--- src/rtl/matcher_pkg.sv ---
// -----------------------------------------------------------------------------
// matcher_pkg
//   Shared definitions for the tensor_core text matcher: default SRAM
//   address/data widths, the NUL character value and the state encoding
//   of the vocabulary scan sequencer.
// -----------------------------------------------------------------------------
package matcher_pkg;

  // Defaults shared by the matcher, its SRAMs and the scan sequencer.
  localparam int DEF_ADDR_WIDTH = 4;
  localparam int DEF_DATA_WIDTH = 8;

  // String terminator.
  localparam logic [DEF_DATA_WIDTH-1:0] NUL_CHAR = '0;

  typedef enum logic [2:0] {
    IDLE       = 3'd0,
    FETCH      = 3'd1,
    CMP        = 3'd2,
    SKIP_FETCH = 3'd3,
    SKIP_CHK   = 3'd4,
    DONE       = 3'd5
  } vocab_scan_state_t;

endpackage : matcher_pkg

--- src/rtl/vocab_scan_ctrl.sv ---
// -----------------------------------------------------------------------------
// vocab_scan_ctrl
//   Walks a vocabulary of NUL-terminated words stored back to back in the
//   vocab SRAM and compares each entry character by character against the
//   NUL-terminated word in the input SRAM. Reports the index and start
//   address of the first matching entry.
//
//   Handshake: a one-cycle 'start' is accepted only in IDLE; 'busy' is high
//   in every other state; 'done' pulses for one cycle (while in DONE) when
//   found/match_idx/match_addr are valid. The results hold until the next
//   accepted start.
//
// Ports
//   clk, rst_n              clock, asynchronous active-low reset
//   start                   scan request (ignored unless IDLE)
//   vocab_addr, input_addr  registered SRAM read addresses
//   mem_cs                  SRAM chip select, high in FETCH/SKIP_FETCH
//   vocab_dout, input_dout  SRAM read data, valid the cycle after a fetch
//   busy, done              scan status
//   found, match_idx,
//   match_addr              scan result
// -----------------------------------------------------------------------------
module vocab_scan_ctrl
  import matcher_pkg::*;
#(
  parameter int ADDR_WIDTH = DEF_ADDR_WIDTH,
  parameter int DATA_WIDTH = DEF_DATA_WIDTH
) (
  input  logic                  clk,
  input  logic                  rst_n,
  input  logic                  start,
  output logic [ADDR_WIDTH-1:0] vocab_addr,
  output logic [ADDR_WIDTH-1:0] input_addr,
  output logic                  mem_cs,
  input  logic [DATA_WIDTH-1:0] vocab_dout,
  input  logic [DATA_WIDTH-1:0] input_dout,
  output logic                  busy,
  output logic                  done,
  output logic                  found,
  output logic [ADDR_WIDTH-1:0] match_idx,
  output logic [ADDR_WIDTH-1:0] match_addr
);

  localparam logic [ADDR_WIDTH-1:0] ADDR_MAX = '1;
  localparam logic [ADDR_WIDTH-1:0] ADDR_ONE = ADDR_WIDTH'(1);

  vocab_scan_state_t     r_state;
  logic [ADDR_WIDTH-1:0] r_vocab_addr;
  logic [ADDR_WIDTH-1:0] r_input_addr;
  logic [ADDR_WIDTH-1:0] r_word_start;
  logic [ADDR_WIDTH-1:0] r_word_idx;
  logic [ADDR_WIDTH-1:0] r_match_idx;
  logic [ADDR_WIDTH-1:0] r_match_addr;
  logic                  r_mem_cs;
  logic                  r_done;
  logic                  r_found;

  logic                  w_v_nul;
  logic                  w_w_nul;
  logic                  w_chars_eq;
  logic                  w_vocab_at_max;
  logic                  w_input_at_max;
  logic                  w_at_word_start;
  logic [ADDR_WIDTH-1:0] w_vocab_addr_inc;
  logic [ADDR_WIDTH-1:0] w_word_idx_inc;

  assign w_v_nul          = (vocab_dout == DATA_WIDTH'(NUL_CHAR));
  assign w_w_nul          = (input_dout == DATA_WIDTH'(NUL_CHAR));
  assign w_chars_eq       = (vocab_dout == input_dout);
  assign w_vocab_at_max   = (r_vocab_addr == ADDR_MAX);
  assign w_input_at_max   = (r_input_addr == ADDR_MAX);
  // A NUL at the first character of an entry is the end-of-vocab marker.
  assign w_at_word_start  = (r_vocab_addr == r_word_start);
  assign w_vocab_addr_inc = r_vocab_addr + ADDR_ONE;
  // The word counter sticks at all-ones instead of wrapping to 0.
  assign w_word_idx_inc   = w_at_max_idx(r_word_idx) ? r_word_idx : r_word_idx + ADDR_ONE;

  function automatic logic w_at_max_idx(input logic [ADDR_WIDTH-1:0] idx);
    return (idx == ADDR_MAX);
  endfunction

  // Single FSM: mem_cs and done are registered alongside the state so that
  // mem_cs is high exactly in FETCH/SKIP_FETCH and done exactly in DONE.
  // "Go to DONE with found=0" needs no write to found: it was cleared when
  // the scan was accepted.
  always_ff @(posedge clk or negedge rst_n) begin
    if (!rst_n) begin
      r_state      <= IDLE;
      r_vocab_addr <= '0;
      r_input_addr <= '0;
      r_word_start <= '0;
      r_word_idx   <= '0;
      r_match_idx  <= '0;
      r_match_addr <= '0;
      r_mem_cs     <= 1'b0;
      r_done       <= 1'b0;
      r_found      <= 1'b0;
    end else begin
      r_mem_cs <= 1'b0;
      r_done   <= 1'b0;
      case (r_state)
        IDLE: begin
          if (start) begin
            r_vocab_addr <= '0;
            r_input_addr <= '0;
            r_word_start <= '0;
            r_word_idx   <= '0;
            r_found      <= 1'b0;
            r_match_idx  <= '0;
            r_match_addr <= '0;
            r_mem_cs     <= 1'b1;
            r_state      <= FETCH;
          end
        end

        FETCH:      r_state <= CMP;
        SKIP_FETCH: r_state <= SKIP_CHK;

        CMP: begin
          if (w_v_nul && w_at_word_start) begin
            r_done  <= 1'b1;
            r_state <= DONE;
          end else if (w_v_nul && w_w_nul) begin
            r_found      <= 1'b1;
            r_match_idx  <= r_word_idx;
            r_match_addr <= r_word_start;
            r_done       <= 1'b1;
            r_state      <= DONE;
          end else if (w_chars_eq) begin
            if (w_vocab_at_max || w_input_at_max) begin
              r_done  <= 1'b1;
              r_state <= DONE;
            end else begin
              r_vocab_addr <= w_vocab_addr_inc;
              r_input_addr <= r_input_addr + ADDR_ONE;
              r_mem_cs     <= 1'b1;
              r_state      <= FETCH;
            end
          end else if (w_v_nul) begin
            // Entry shorter than the input: move on to the next entry.
            if (w_vocab_at_max) begin
              r_done  <= 1'b1;
              r_state <= DONE;
            end else begin
              r_word_start <= w_vocab_addr_inc;
              r_vocab_addr <= w_vocab_addr_inc;
              r_input_addr <= '0;
              r_word_idx   <= w_word_idx_inc;
              r_mem_cs     <= 1'b1;
              r_state      <= FETCH;
            end
          end else begin
            // Mismatch: skip the rest of this entry up to its NUL.
            if (w_vocab_at_max) begin
              r_done  <= 1'b1;
              r_state <= DONE;
            end else begin
              r_vocab_addr <= w_vocab_addr_inc;
              r_mem_cs     <= 1'b1;
              r_state      <= SKIP_FETCH;
            end
          end
        end

        SKIP_CHK: begin
          if (w_v_nul) begin
            if (w_vocab_at_max) begin
              r_done  <= 1'b1;
              r_state <= DONE;
            end else begin
              r_word_start <= w_vocab_addr_inc;
              r_vocab_addr <= w_vocab_addr_inc;
              r_input_addr <= '0;
              r_word_idx   <= w_word_idx_inc;
              r_mem_cs     <= 1'b1;
              r_state      <= FETCH;
            end
          end else if (w_vocab_at_max) begin
            r_done  <= 1'b1;
            r_state <= DONE;
          end else begin
            r_vocab_addr <= w_vocab_addr_inc;
            r_mem_cs     <= 1'b1;
            r_state      <= SKIP_FETCH;
          end
        end

        DONE:    r_state <= IDLE;
        default: r_state <= IDLE;
      endcase
    end
  end

  assign vocab_addr = r_vocab_addr;
  assign input_addr = r_input_addr;
  assign mem_cs     = r_mem_cs;
  assign busy       = (r_state != IDLE);
  assign done       = r_done;
  assign found      = r_found;
  assign match_idx  = r_match_idx;
  assign match_addr = r_match_addr;

endmodule : vocab_scan_ctrl

--- config.mk ---
export PLATFORM = sky130hd
export DESIGN_NAME = vocab_scan_ctrl
export DESIGN_NICKNAME = d
export VERILOG_FILES = /design/src/rtl/matcher_pkg.sv /design/src/rtl/vocab_scan_ctrl.sv
export SDC_FILE = /design/constraint.sdc
export NUM_CORES = 1
export LEC_CHECK = 0
export ABC_CLOCK_PERIOD_IN_PS = 5480
export CORE_MARGIN = 2
export CORE_UTILIZATION = 67
export DETAILED_ROUTE_END_ITERATION = 8
export DONT_BUFFER_PORTS = 1
export GPL_TIMING_DRIVEN = 0
export PLACE_DENSITY = 0.93
export SETUP_SLACK_MARGIN = 0.3
export SLEW_MARGIN = 25
export SYNTH_ARGS = -nofsm -noshare
export SYNTH_HDL_FRONTEND = slang
export SYNTH_SLANG_ARGS = --single-unit
--- constraint.sdc ---
create_clock -name clk -period 5.48 [get_ports clk]
set_input_delay 0.274 -clock clk [delete_from_list [all_inputs] [get_ports clk]]
set_output_delay 0.274 -clock clk [all_outputs]
set_load 0.01 [all_outputs]
## After elaboration in Yosys (flattened, before gate mapping)

Index checks and enable logic that the tools add are counted.

- Logic and storage cells: 99
- Register bits after elaboration: 30
- Input port bits: 19
- Output and inout port bits: 20

- Equal/unequal tests: 15
- Mux-type cells: 59
- Add/sub/neg operators: 3
- Reductions and logical operators: 12

Operators by type and width:

| operator | number |
|---|---|
| $mux W4 | 27 |
| $pmux W4 S3 | 4 |
| $mux W3 | 8 |
| $logic_not A8 Y1 | 2 |
| $pmux W4 S2 | 2 |
| $pmux W3 S5 | 1 |
| $mux W1 | 14 |
| $add A4 B1 Y4 const B | 3 |
| $eq A4 B4 Y1 const B | 3 |
| $ne A2 B2 Y1 const B | 5 |
| $reduce_and A5 Y1 | 2 |
| $eq A8 B8 Y1 | 1 |
| $eq A3 B2 Y1 const B | 2 |
| $reduce_bool A3 Y1 | 2 |
| $eq A4 B4 Y1 | 1 |
| $pmux W1 S2 | 2 |
| $reduce_and A4 Y1 | 1 |
| $eq A3 B1 Y1 const B | 1 |
| $eq A3 B3 Y1 const B | 1 |
| $logic_not A3 Y1 | 1 |
| $ne A3 B3 Y1 const B | 1 |
| $pmux W1 S3 | 1 |
| $logic_and A1 B1 Y1 | 2 |
| $reduce_bool A2 Y1 | 1 |
| $logic_or A1 B1 Y1 | 1 |

## Depth between registers and ports, before layout

Gate-level depths: netlist of the first run.

- Depth in word-level cells: 8
- Gate-level depth with buffers: 9
- Mapped depth without buffers: 7

## Worst setup path after synthesis of the first run

No wires, ideal clock.

- Kind: register to register
- Start point: reg r_vocab_addr[0] (netlist: vocab_addr[0])
- End point: reg r_word_idx[3]
- Period minus slack after synthesis: 2025 ps
- Arrival time: 1906 ps
- Required time: 5360 ps
- Library setup time: 120 ps
- Slack: 3455 ps
- Stages on the path, launching flop included: 7
- Path buffers: 0
- Cells stage by stage: dfrtp_1 > ha_1 > and3_1 > o21ai_2 > nand4b_4 > or4_1 > and3_1

- Cells in the longest elaborated chain, start to end: 7
- Elaborated cells between the ends (all ways): 11
- Those cells by class: eq/ne (3); mux (6); reduce/logical (2)

RTL lines:

| element | line | source |
|---|---|---|
| start, declared | vocab_scan_ctrl.sv:48 | `logic [ADDR_WIDTH-1:0] r_vocab_addr;` |
| start signal, assigned | vocab_scan_ctrl.sv:134 | `r_vocab_addr <= w_vocab_addr_inc;` |
| start signal, assigned | vocab_scan_ctrl.sv:146 | `r_vocab_addr <= w_vocab_addr_inc;` |
| start signal, assigned | vocab_scan_ctrl.sv:158 | `r_vocab_addr <= w_vocab_addr_inc;` |
| $eq A4 B4 Y1 | vocab_scan_ctrl.sv:70 | `assign w_vocab_at_max = (r_vocab_addr == ADDR_MAX);` |
| $mux W4 (5 in a row) | n/a |  |
| $pmux W4 S3 | n/a |  |
| end signal, assigned | vocab_scan_ctrl.sv:148 | `r_word_idx <= w_word_idx_inc;` |
| end signal, assigned | vocab_scan_ctrl.sv:174 | `r_word_idx <= w_word_idx_inc;` |
| end, declared | vocab_scan_ctrl.sv:51 | `logic [ADDR_WIDTH-1:0] r_word_idx;` |

Several ways; a longest one is shown, not always the timed one. The select of a mux whose other input is x is not followed.
A chain may end at the register's enable or synchronous reset.

## Final worst setup path of the first run

Same ends and word-level chain as after synthesis.

==> results.toml, run 1 <==
[cts]
cts_tree = "built"
cts_resized = 0
cts_setup_buffers = 0
htreeDepth = 2
path_clk_slew_ns = 0.09
clock_sinks = 30
cts_root_buf = "clkbuf_4"
clock_path_buffers = 2
cts_buffers = 5
clk_latency_ns = 0.33

[worst_setup_path]
end_kind = "flop"
crit_path_max_fanout = 7
worstPathRequired_ns = 5.70
critical_path_class = "reg2reg"
cp-start-kind = "flop"
cp.arrival_ns = 2.47

[final_layout]
fillers = 164
nNetsFinal = 216
n_antenna_cell = 0
stdcell_count = 225
final_cell_mix = "nand2_1, dfrtp_1, o21ai_0, nand3_1, xor2_1"
seqCellArea_um2 = 751
area_growth_pct = 7.45
multiInputGateArea_um2 = 898
post-route-cell-area_um2 = 1840
drive_gt1_frac = 0.133

[timing]
clock.fmax_mhz = 445
hold_ws_ns = 0.174
setup_violations = 0
finalCritPeriodShare = 0.410
finalClockSkew_ns = 0.00994
slew_headroom = 0.663
finalSetupTns_ns = 0
hold_viol_final = 0
setup_slack_ns = 3.23
timing.final.max_slew_violations = 0
worst_pin_slew_ns = 0.500
rsz0062_at_grt = "false"
period_minus_slack_ns = 2.25

[floorplan]
core_area_um2 = 2450
num_rows = 18
fp.dieH_um = 54.6
die_area_um2 = 2980
floorplan.initialDensity = 0.698
die_w_um = 54.6
ios = 39

[placed_design]
pre_cts_ws_ns = 3.28
numPortBuffers = 0
dp_cells = 215
dp_hpwl_mm = 2.82
dpl-instance-area_um2 = 1750
gp_congestion = 0.925

[yosys]
synth_cells = 185
ys_seq_area_frac = 0.438
netlist_area_um2 = 1710
post_synth.cell_area_avg_um2 = 9.27
ys_seq_elements = 30
synth_nets = 207
yosysTopAreaCellShare = 0.438
yosys-top-cells-area = "dfrtp_1, nand2_1, o21ai_0"
synth.distinct_cells = 44
synth-warning-count = 0
synth_area_leader_cell = "dfrtp_1"

[detailed_routing]
antenna_left = 0
drc = 0
num_vias = 1437
first_pass_iters = 4
drt_iter0_markers = 49
wl_per_cell_um = 16.2
wirelength_mm = 3.64
vias_per_cell = 6.39

[run]
max_cap_viol_count = 0

[grt]
track_usage = 0.274
grt_pass1_wl_mm = 5.76
antenna_found_initial = 0
grt_pass1_vias = 1378
grt_max_degree = 31
overflow = 0

[pwr]
ir_drop_v = 0.000313
power_per_cell_area_nw_per_um2 = 440
leakagePower_uw = 0.000795

[hold_path]
holdCritPathClass = "in2reg"

[run_status]
status = "completed"
-- Yosys cell counts (all sizes together) --
cell type and instances:
nand2 30, o22ai 1, o31ai 4, mux2 1, nor4 6, nand3 10, a31oi 1, nand2b 2
o221ai 1, or4 1, and2 1, nor3b 2, a32o 1, nor2 6, o32ai 1, a211o 1
inv 6, xnor2 6, a21oi 7, ha 3, nor2b 2, o211ai 2, a22o 2, or3 1
nand4b 1, and3 5, o21a 1, xor2 9, nand4 2, or2 1, o21ai 24, nor3 2
a211oi 1, o22a 1, dfrtp 30, buf 5, a31o 2, clkbuf 3
-- metal layers --
metal | vias to the layer above | GRT usage | part of all wire
met2 | 72 | 0.504 | 0.53
met4 | 0 | 0.0958 | 0.0099
met5 | - | 0 | 0
li1 | 683 | - | -
met3 | 6 | 0.0683 | 0.080
met1 | 676 | 0.300 | 0.38
-- power by group --
part	switching [µW]	leakage [µW]	total, µW	internal [µW]
logic	224	0.000351	357	133
registers	51.8	0.000409	318	266
clock network	73.5	0.0000353	136	62.1
total	349	0.000795	811	462
-- logic make-up after synthesis --
| group | share of synthesized area |
|---|---|
| adders and majority gates | 0.0219 |
| and+or+nand+nor | 0.234 |
| DFF | 0.438 |
| AOI/OAI and AO/OA | 0.185 |
| buffers and inverters | 0.0380 |
| muxes | 0.00657 |
| xor gates and xnor gates | 0.0766 |
-- worst paths after layout --
| check | startpoint | end | slack [ns] | depth (start not counted) |
|---|---|---|---|---|
| worst max-delay path | vocab_addr[0] | r_word_idx[3] | 3.23 | 6 |
| worst min-delay path | start | mem_cs | 0.17 | 2 |
| worst max register to register | vocab_addr[0] | r_word_idx[3] | 3.23 | 6 |
| worst min register to register | r_word_idx[3] | match_idx[3] | 0.54 | 2 |
| max in group asynchronous | rst_n | input_addr[3] | 4.93 | 2 |
| min in group asynchronous | rst_n | r_word_idx[0] | 0.39 | 2 |
-- sequential cells by signal (all words and copies together) (netlist names) --
signal,flops
match_idx,4
r_state,3
r_word_start,4
vocab_addr,4
r_word_idx,4
done,1
mem_cs,1
input_addr,4
match_addr,4
found,1
-- final cells by class --
cell class              count  area share
flip-flops and latches     30       0.408
plain buffers               8      0.0231
inverters                   6      0.0122
repair buffers              2      0.0163
well taps                  30      0.0204
multi-input cells         141       0.488
clock inverters             1     0.00272
clock buffers               7      0.0299
-- repair_timing --
item | CTS | global route
setup endpoints to repair | 0 | 0
hold buffers | 2 | 0
endpoints found under the hold margin | 30 | 0
-- critical path, cell delays in order (launching register included) --
cell,delay [ns]
dfrtp_1,0.51
ha_1,0.32
and3_1,0.25
o21ai_2,0.22
nand4b_4,0.16
or4_1,0.49
and3_1,0.19
-- metrics by stage --
step           total power (µW)  utilization
6_report                    811        0.750
5_1_grt                     874        0.750
4_1_cts                     813        0.750
3_5_place_dp                670        0.714
3_3_place_gp                652        0.714
2_1_floorplan               593            -
(Power assumes the default switching activity.)
==> run 2, diff against run 1 <==
--- a/config.mk
+++ b/config.mk
@@ -5,13 +5,13 @@
 export SDC_FILE = /design/constraint.sdc
 export NUM_CORES = 1
 export LEC_CHECK = 0
-export ABC_CLOCK_PERIOD_IN_PS = 5480
+export ABC_CLOCK_PERIOD_IN_PS = 2300
 export CORE_MARGIN = 2
-export CORE_UTILIZATION = 67
+export CORE_UTILIZATION = 62
 export DETAILED_ROUTE_END_ITERATION = 8
 export DONT_BUFFER_PORTS = 1
 export GPL_TIMING_DRIVEN = 0
-export PLACE_DENSITY = 0.93
+export PLACE_DENSITY = 0.88
 export SETUP_SLACK_MARGIN = 0.3
 export SLEW_MARGIN = 25
 export SYNTH_ARGS = -nofsm -noshare
==> constraint.sdc (replaced) <==
create_clock -name clk -period 2.3 [get_ports clk]
set_input_delay 0.115 -clock clk [delete_from_list [all_inputs] [get_ports clk]]
set_output_delay 0.115 -clock clk [all_outputs]
set_load 0.01 [all_outputs]
==> run 2 against run 1 <==
Compared with the run above:
- final cell count increased by 1.8%
- clock skew fell by 0.0029 ns
- combinational power rose to 2.8 times the previous value
- critical path depth unchanged
- setup slack worse by 2.9 ns
- global-route usage is 0.89 points lower
- worst hold slack got worse by 0.15 ns
- maximum frequency up 15%
- clock-buffer cell count fell by 1
- register-to-register slack got worse by 2.9 ns
- routed wire length is 7.6% higher
- critical endpoint unchanged
- first-iteration DRC count decreased by 31%
==> results.toml, run 2 (synthesis results as in run 1) <==
[cts]
clock_sinks = 30
clock_path_buffers = 2
path_clk_slew_ns = 0.10
cts_tree = "built"
clk_latency_ns = 0.33
htreeDepth = 2
cts_root_buf = "clkbuf_4"
cts_buffers = 5

[final_layout]
nNetsFinal = 219
n_antenna_cell = 0
layout.cells.most_common = "nand2_1"
multiInputGateArea_um2 = 967
final_cell_mix = "nand2_1, dfrtp_1, o21ai_0, nand3_1, xor2_1"
area_growth_pct = 13.9
drive_gt1_frac = 0.217
fillers = 191
seqCellArea_um2 = 754

[run_status]
status = "completed"

[worst_setup_path]
cpPeakStageDelay_ns = 0.50
crit_path_max_fanout = 7
cpMaxStageDelayCell = "dfrtp_2"
cp_cell_sequence = "ha_4 > and3_4 > o21ai_4 > nand4b_4 > or4_1 > and3_1"
critical_path_class = "reg2reg"
end_kind = "flop"
worstPathRequired_ns = 2.53
critPathTopFamily = "simple AND/OR/NAND/NOR gates"
cp.arrival_ns = 2.18
critPathBufInv = 0
cp-start-kind = "flop"

[placed_design]
dp_hpwl_mm = 2.86
gp_congestion = 0.906
numPortBuffers = 0

[timing]
clock.fmax_mhz = 513
worst_pin_slew_ns = 0.460
timing.final.max_slew_violations = 0
finalSetupTns_ns = 0
slew_headroom = 0.693
hold_viol_final = 0
setup_violations = 0
finalCritPeriodShare = 0.848
hold_ws_ns = 0.0247
finalClockSkew_ns = 0.00709
period_minus_slack_ns = 1.95
rsz0062_at_grt = "true"

[detailed_routing]
wl_per_cell_um = 17.1
drc = 0
first_pass_iters = 4
wirelength_mm = 3.92
drt_iter0_markers = 34
vias_per_cell = 6.33
antenna_left = 0
num_vias = 1450

[pwr]
seqPwrFrac = 0.365
ir_drop_v = 0.000847
p_sw_uw = 912
combPwrFrac = 0.475
p_clk_frac = 0.160
power_per_cell_area_nw_per_um2 = 1080
swShare = 0.433
leakagePower_uw = 0.000813
power_report.internal_total_uw = 1190

[floorplan]
fp.dieH_um = 56.6
ios = 39
die_area_um2 = 3200
die_w_um = 56.6
floorplan.initialDensity = 0.638
num_rows = 19
core_area_um2 = 2690

[grt]
antenna_found_initial = 0
grt_pass1_vias = 1550
grt_pass1_wl_mm = 6.43
grt_max_degree = 31
overflow = 0
track_usage = 0.265

[run]
max_cap_viol_count = 0

[hold_path]
holdCritPathClass = "in2reg"
[run 2: cell count changes in the layout (fill, tap and decap cells not counted), sizes merged]
cell	change
buf	+2
clkinvlp	+1
[run 2: power groups by stage]
stage	Combinational [µW]	Sequential, µW	Clock, µW
final	1000	769	336
after global routing	1100	785	367
after CTS	871	762	342
after detailed placement	835	767	0
after global placement	789	763	0
after floorplan	673	741	0
[run 2: stage by stage]
step	cell area (µm²)	util	instances	power [µW]	setup slack [ns]
finish	1950	0.727	229	2110	0.350
global route	1950	0.727	229	2250	0.274
CTS	1870	0.694	226	1980	0.233
detailed placement	1760	0.653	216	1600	0.151
global placement	1760	0.653	216	1550	0.192
floorplan	1720	-	185	1410	0.320
[run 2: layer usage]
layer	up-vias	track usage	wire length, µm
li1	693	-	-
met1	682	0.288	1570
met2	65	0.455	2050
met3	10	0.0829	232
met4	0	0.143	68
met5	-	0	0
[run 2: path summary, 6_finish.rpt]
check / startpoint / end / slack (ns) / depth (start not counted)
min reg2reg: r_word_start[1] / r_word_start[1] / 0.55 / 2
max: vocab_addr[0] / r_word_idx[3] / 0.35 / 6
min: start / mem_cs / 0.02 / 2
min in group asynchronous: rst_n / r_state[1] / 0.22 / 2
max in group asynchronous: rst_n / vocab_addr[1] / 1.91 / 2
max reg2reg: vocab_addr[0] / r_word_idx[3] / 0.35 / 6
[run 2: what timing repair did]
item,in CTS,in global routing
hold buffers,2,0
gates resized for setup,4,19
gates cloned,0,0
pin swaps,1,6
setup buffers,0,3
hold endpoints to repair,30,0
endpoints found under the setup margin,9,23
[run 2: cell type report]
type                            instances  area share
Multi-Input combinational cell        141       0.496
Sequential cell                        30       0.387
Timing Repair Buffer                    5      0.0269
Buffer                                  8      0.0269
Clock buffer                            6      0.0263
Tap cell                               31      0.0199
Inverter                                6      0.0115
Clock inverter                          2     0.00641
==> run 3, diff against run 2 <==
--- a/config.mk
+++ b/config.mk
@@ -5,13 +5,13 @@
 export SDC_FILE = /design/constraint.sdc
 export NUM_CORES = 1
 export LEC_CHECK = 0
-export ABC_CLOCK_PERIOD_IN_PS = 2300
+export ABC_CLOCK_PERIOD_IN_PS = 1600
 export CORE_MARGIN = 2
-export CORE_UTILIZATION = 62
+export CORE_UTILIZATION = 56
 export DETAILED_ROUTE_END_ITERATION = 8
 export DONT_BUFFER_PORTS = 1
 export GPL_TIMING_DRIVEN = 0
-export PLACE_DENSITY = 0.88
+export PLACE_DENSITY = 0.84
 export SETUP_SLACK_MARGIN = 0.3
 export SLEW_MARGIN = 25
 export SYNTH_ARGS = -nofsm -noshare
==> constraint.sdc (replaced) <==
create_clock -name clk -period 1.6 [get_ports clk]
set_input_delay 0.08 -clock clk [delete_from_list [all_inputs] [get_ports clk]]
set_output_delay 0.08 -clock clk [all_outputs]
set_load 0.01 [all_outputs]
==> run 3 against run 2 <==
Compared with the run above:
- the run now ends with negative setup slack left
- sequential power up 50%
- register-to-register slack lost 0.70 ns
- clock-buffer cell count is the same
- via count grew 19%
- critical path depth did not move
- sequential share of layout area down 7.9 points
- total power grew 110%
- routed wire length grew 40%
- combinational power grew to 2.7 times the previous value
- critical path type unchanged
- critical endpoint unchanged
- largest power group unchanged
==> results.toml, run 3 (synthesis results as in run 1) <==
[placed_design]
dpl-instance-area_um2 = 1810
dp_hpwl_mm = 2.96
gp_congestion = 0.862
numPortBuffers = 0

[timing]
setup_violations = 28
period_minus_slack_ns = 1.95
hold_ws_ns = 0.187
setup_slack_ns = -0.352
timing.final.max_slew_violations = 0
slew_headroom = 0.685
worst_pin_slew_ns = 0.469
hold_viol_final = 0
rsz0062_at_grt = "true"
clock.fmax_mhz = 512
finalCritPeriodShare = 1.22
finalClockSkew_ns = 0.00804

[cts]
cts_buffers = 5
clock_sinks = 30
path_clk_slew_ns = 0.10
clk_latency_ns = 0.35
htreeDepth = 2
cts_root_buf = "clkbuf_4"
clock_path_buffers = 2
cts_tree = "built"

[grt]
grt_pass1_wl_mm = 8.32
grt_max_degree = 31
track_usage = 0.330
antenna_found_initial = 0
grt_pass1_vias = 1780
overflow = 0

[detailed_routing]
vias_per_cell = 6.78
drc = 0
first_pass_iters = 4
wl_per_cell_um = 21.5
num_vias = 1723
wirelength_mm = 5.47
antenna_left = 0
drt_iter0_markers = 68

[worst_setup_path]
critical_path_class = "reg2reg"
cp_cell_sequence = "ha_4 > and3_4 > o21ai_4 > nand4b_4 > or4_1 > and3_1"
cp-start-kind = "flop"
cpMaxStageDelayCell = "dfrtp_2"
ff2ff_setup_slack_ns = -0.35
crit_path_max_fanout = 7
cpPeakStageDelay_ns = 0.51
end_kind = "flop"
cp.arrival_ns = 2.20
worstPathRequired_ns = 1.85

[final_layout]
final_cell_mix = "dfrtp_1, buf_6, nand2_1, nand2_2, buf_4"
n_antenna_cell = 0
post-route-cell-area_um2 = 2460
drive_gt1_frac = 0.489
nNetsFinal = 242
area_growth_pct = 43.5
layout.cells.most_common = "dfrtp_1"
seqCellArea_um2 = 757
multiInputGateArea_um2 = 1190
fillers = 158

[run_status]
status = "finished with violations"
violations = "negative setup slack"

[pwr]
ir_drop_v = 0.00125
power_per_cell_area_nw_per_um2 = 1770
leakagePower_uw = 0.00101

[hold_path]
holdCritPathClass = "in2async"

[floorplan]
core_area_um2 = 2980
floorplan.initialDensity = 0.576
fp.dieH_um = 59.3
die_w_um = 59.3
num_rows = 20
ios = 39
die_area_um2 = 3520

[run]
max_cap_viol_count = 0
[run 3: worst max-delay path: cells and delay by family (launching register included)]
kind | cells | cell delay [ns]
compound gates | 1 | 0.21
flops | 1 | 0.51
fa+ha+maj | 1 | 0.21
simple gates | 4 | 0.93
[run 3: final timing paths]
| kind | cells past startpoint | start | end |
|---|---|---|---|
| worst min register to register | 2 | match_addr[0] | match_addr[0] |
| min in group clk | 4 | vocab_dout[1] | r_state[1] |
| max in group asynchronous | 2 | rst_n | vocab_addr[0] |
| worst min-delay path | 2 | rst_n | vocab_addr[3] |
| worst max-delay path | 6 | vocab_addr[0] | r_word_idx[3] |
| worst max register to register | 6 | vocab_addr[0] | r_word_idx[3] |
[run 3: area by class of cell]
type,instances,area share
multi-input cells,141,0.484
flip-flops and latches,30,0.308
repair buffers,28,0.122
plain buffers,8,0.0346
clock buffers,6,0.0209
well taps,33,0.0168
inverters,6,0.00916
clock inverters,2,0.00509
[run 3: through the flow]
stage          power [µW]  std cells  setup slack (ns)  utilization  TNS, ns
2_1_floorplan        2150        185            -0.119            -   -0.462
3_3_place_gp         2360        218            -0.254        0.609    -4.47
3_5_place_dp         2440        218            -0.373        0.609    -6.21
4_1_cts              3880        250            -0.248        0.777    -3.75
5_1_grt              4560        254            -0.396        0.826    -8.53
6_report             4360        254            -0.352        0.826    -6.83
[run 3: metal layers]
layer	vias up	global-route usage	wire length (µm)
met2	112	0.573	2880
met4	0	0.198	317
met1	844	0.347	1890
met5	-	0	0
met3	33	0.0983	386
li1	734	-	-
[run 3: power by group]
group | switching [µW] | internal, µW
combinational | 1390 | 1320
clock | 295 | 211
sequential | 229 | 918
total | 1920 | 2440
[run 3: what timing repair did]
item / CTS / global route
buffers inserted: 18 / 4
endpoints found under the setup margin: 28 / 31
hold buffers: 3 / 0
hold endpoints to repair: 31 / 0
gates cloned: 3 / 0
gates resized for setup: 72 / 30
pin swaps: 23 / 7
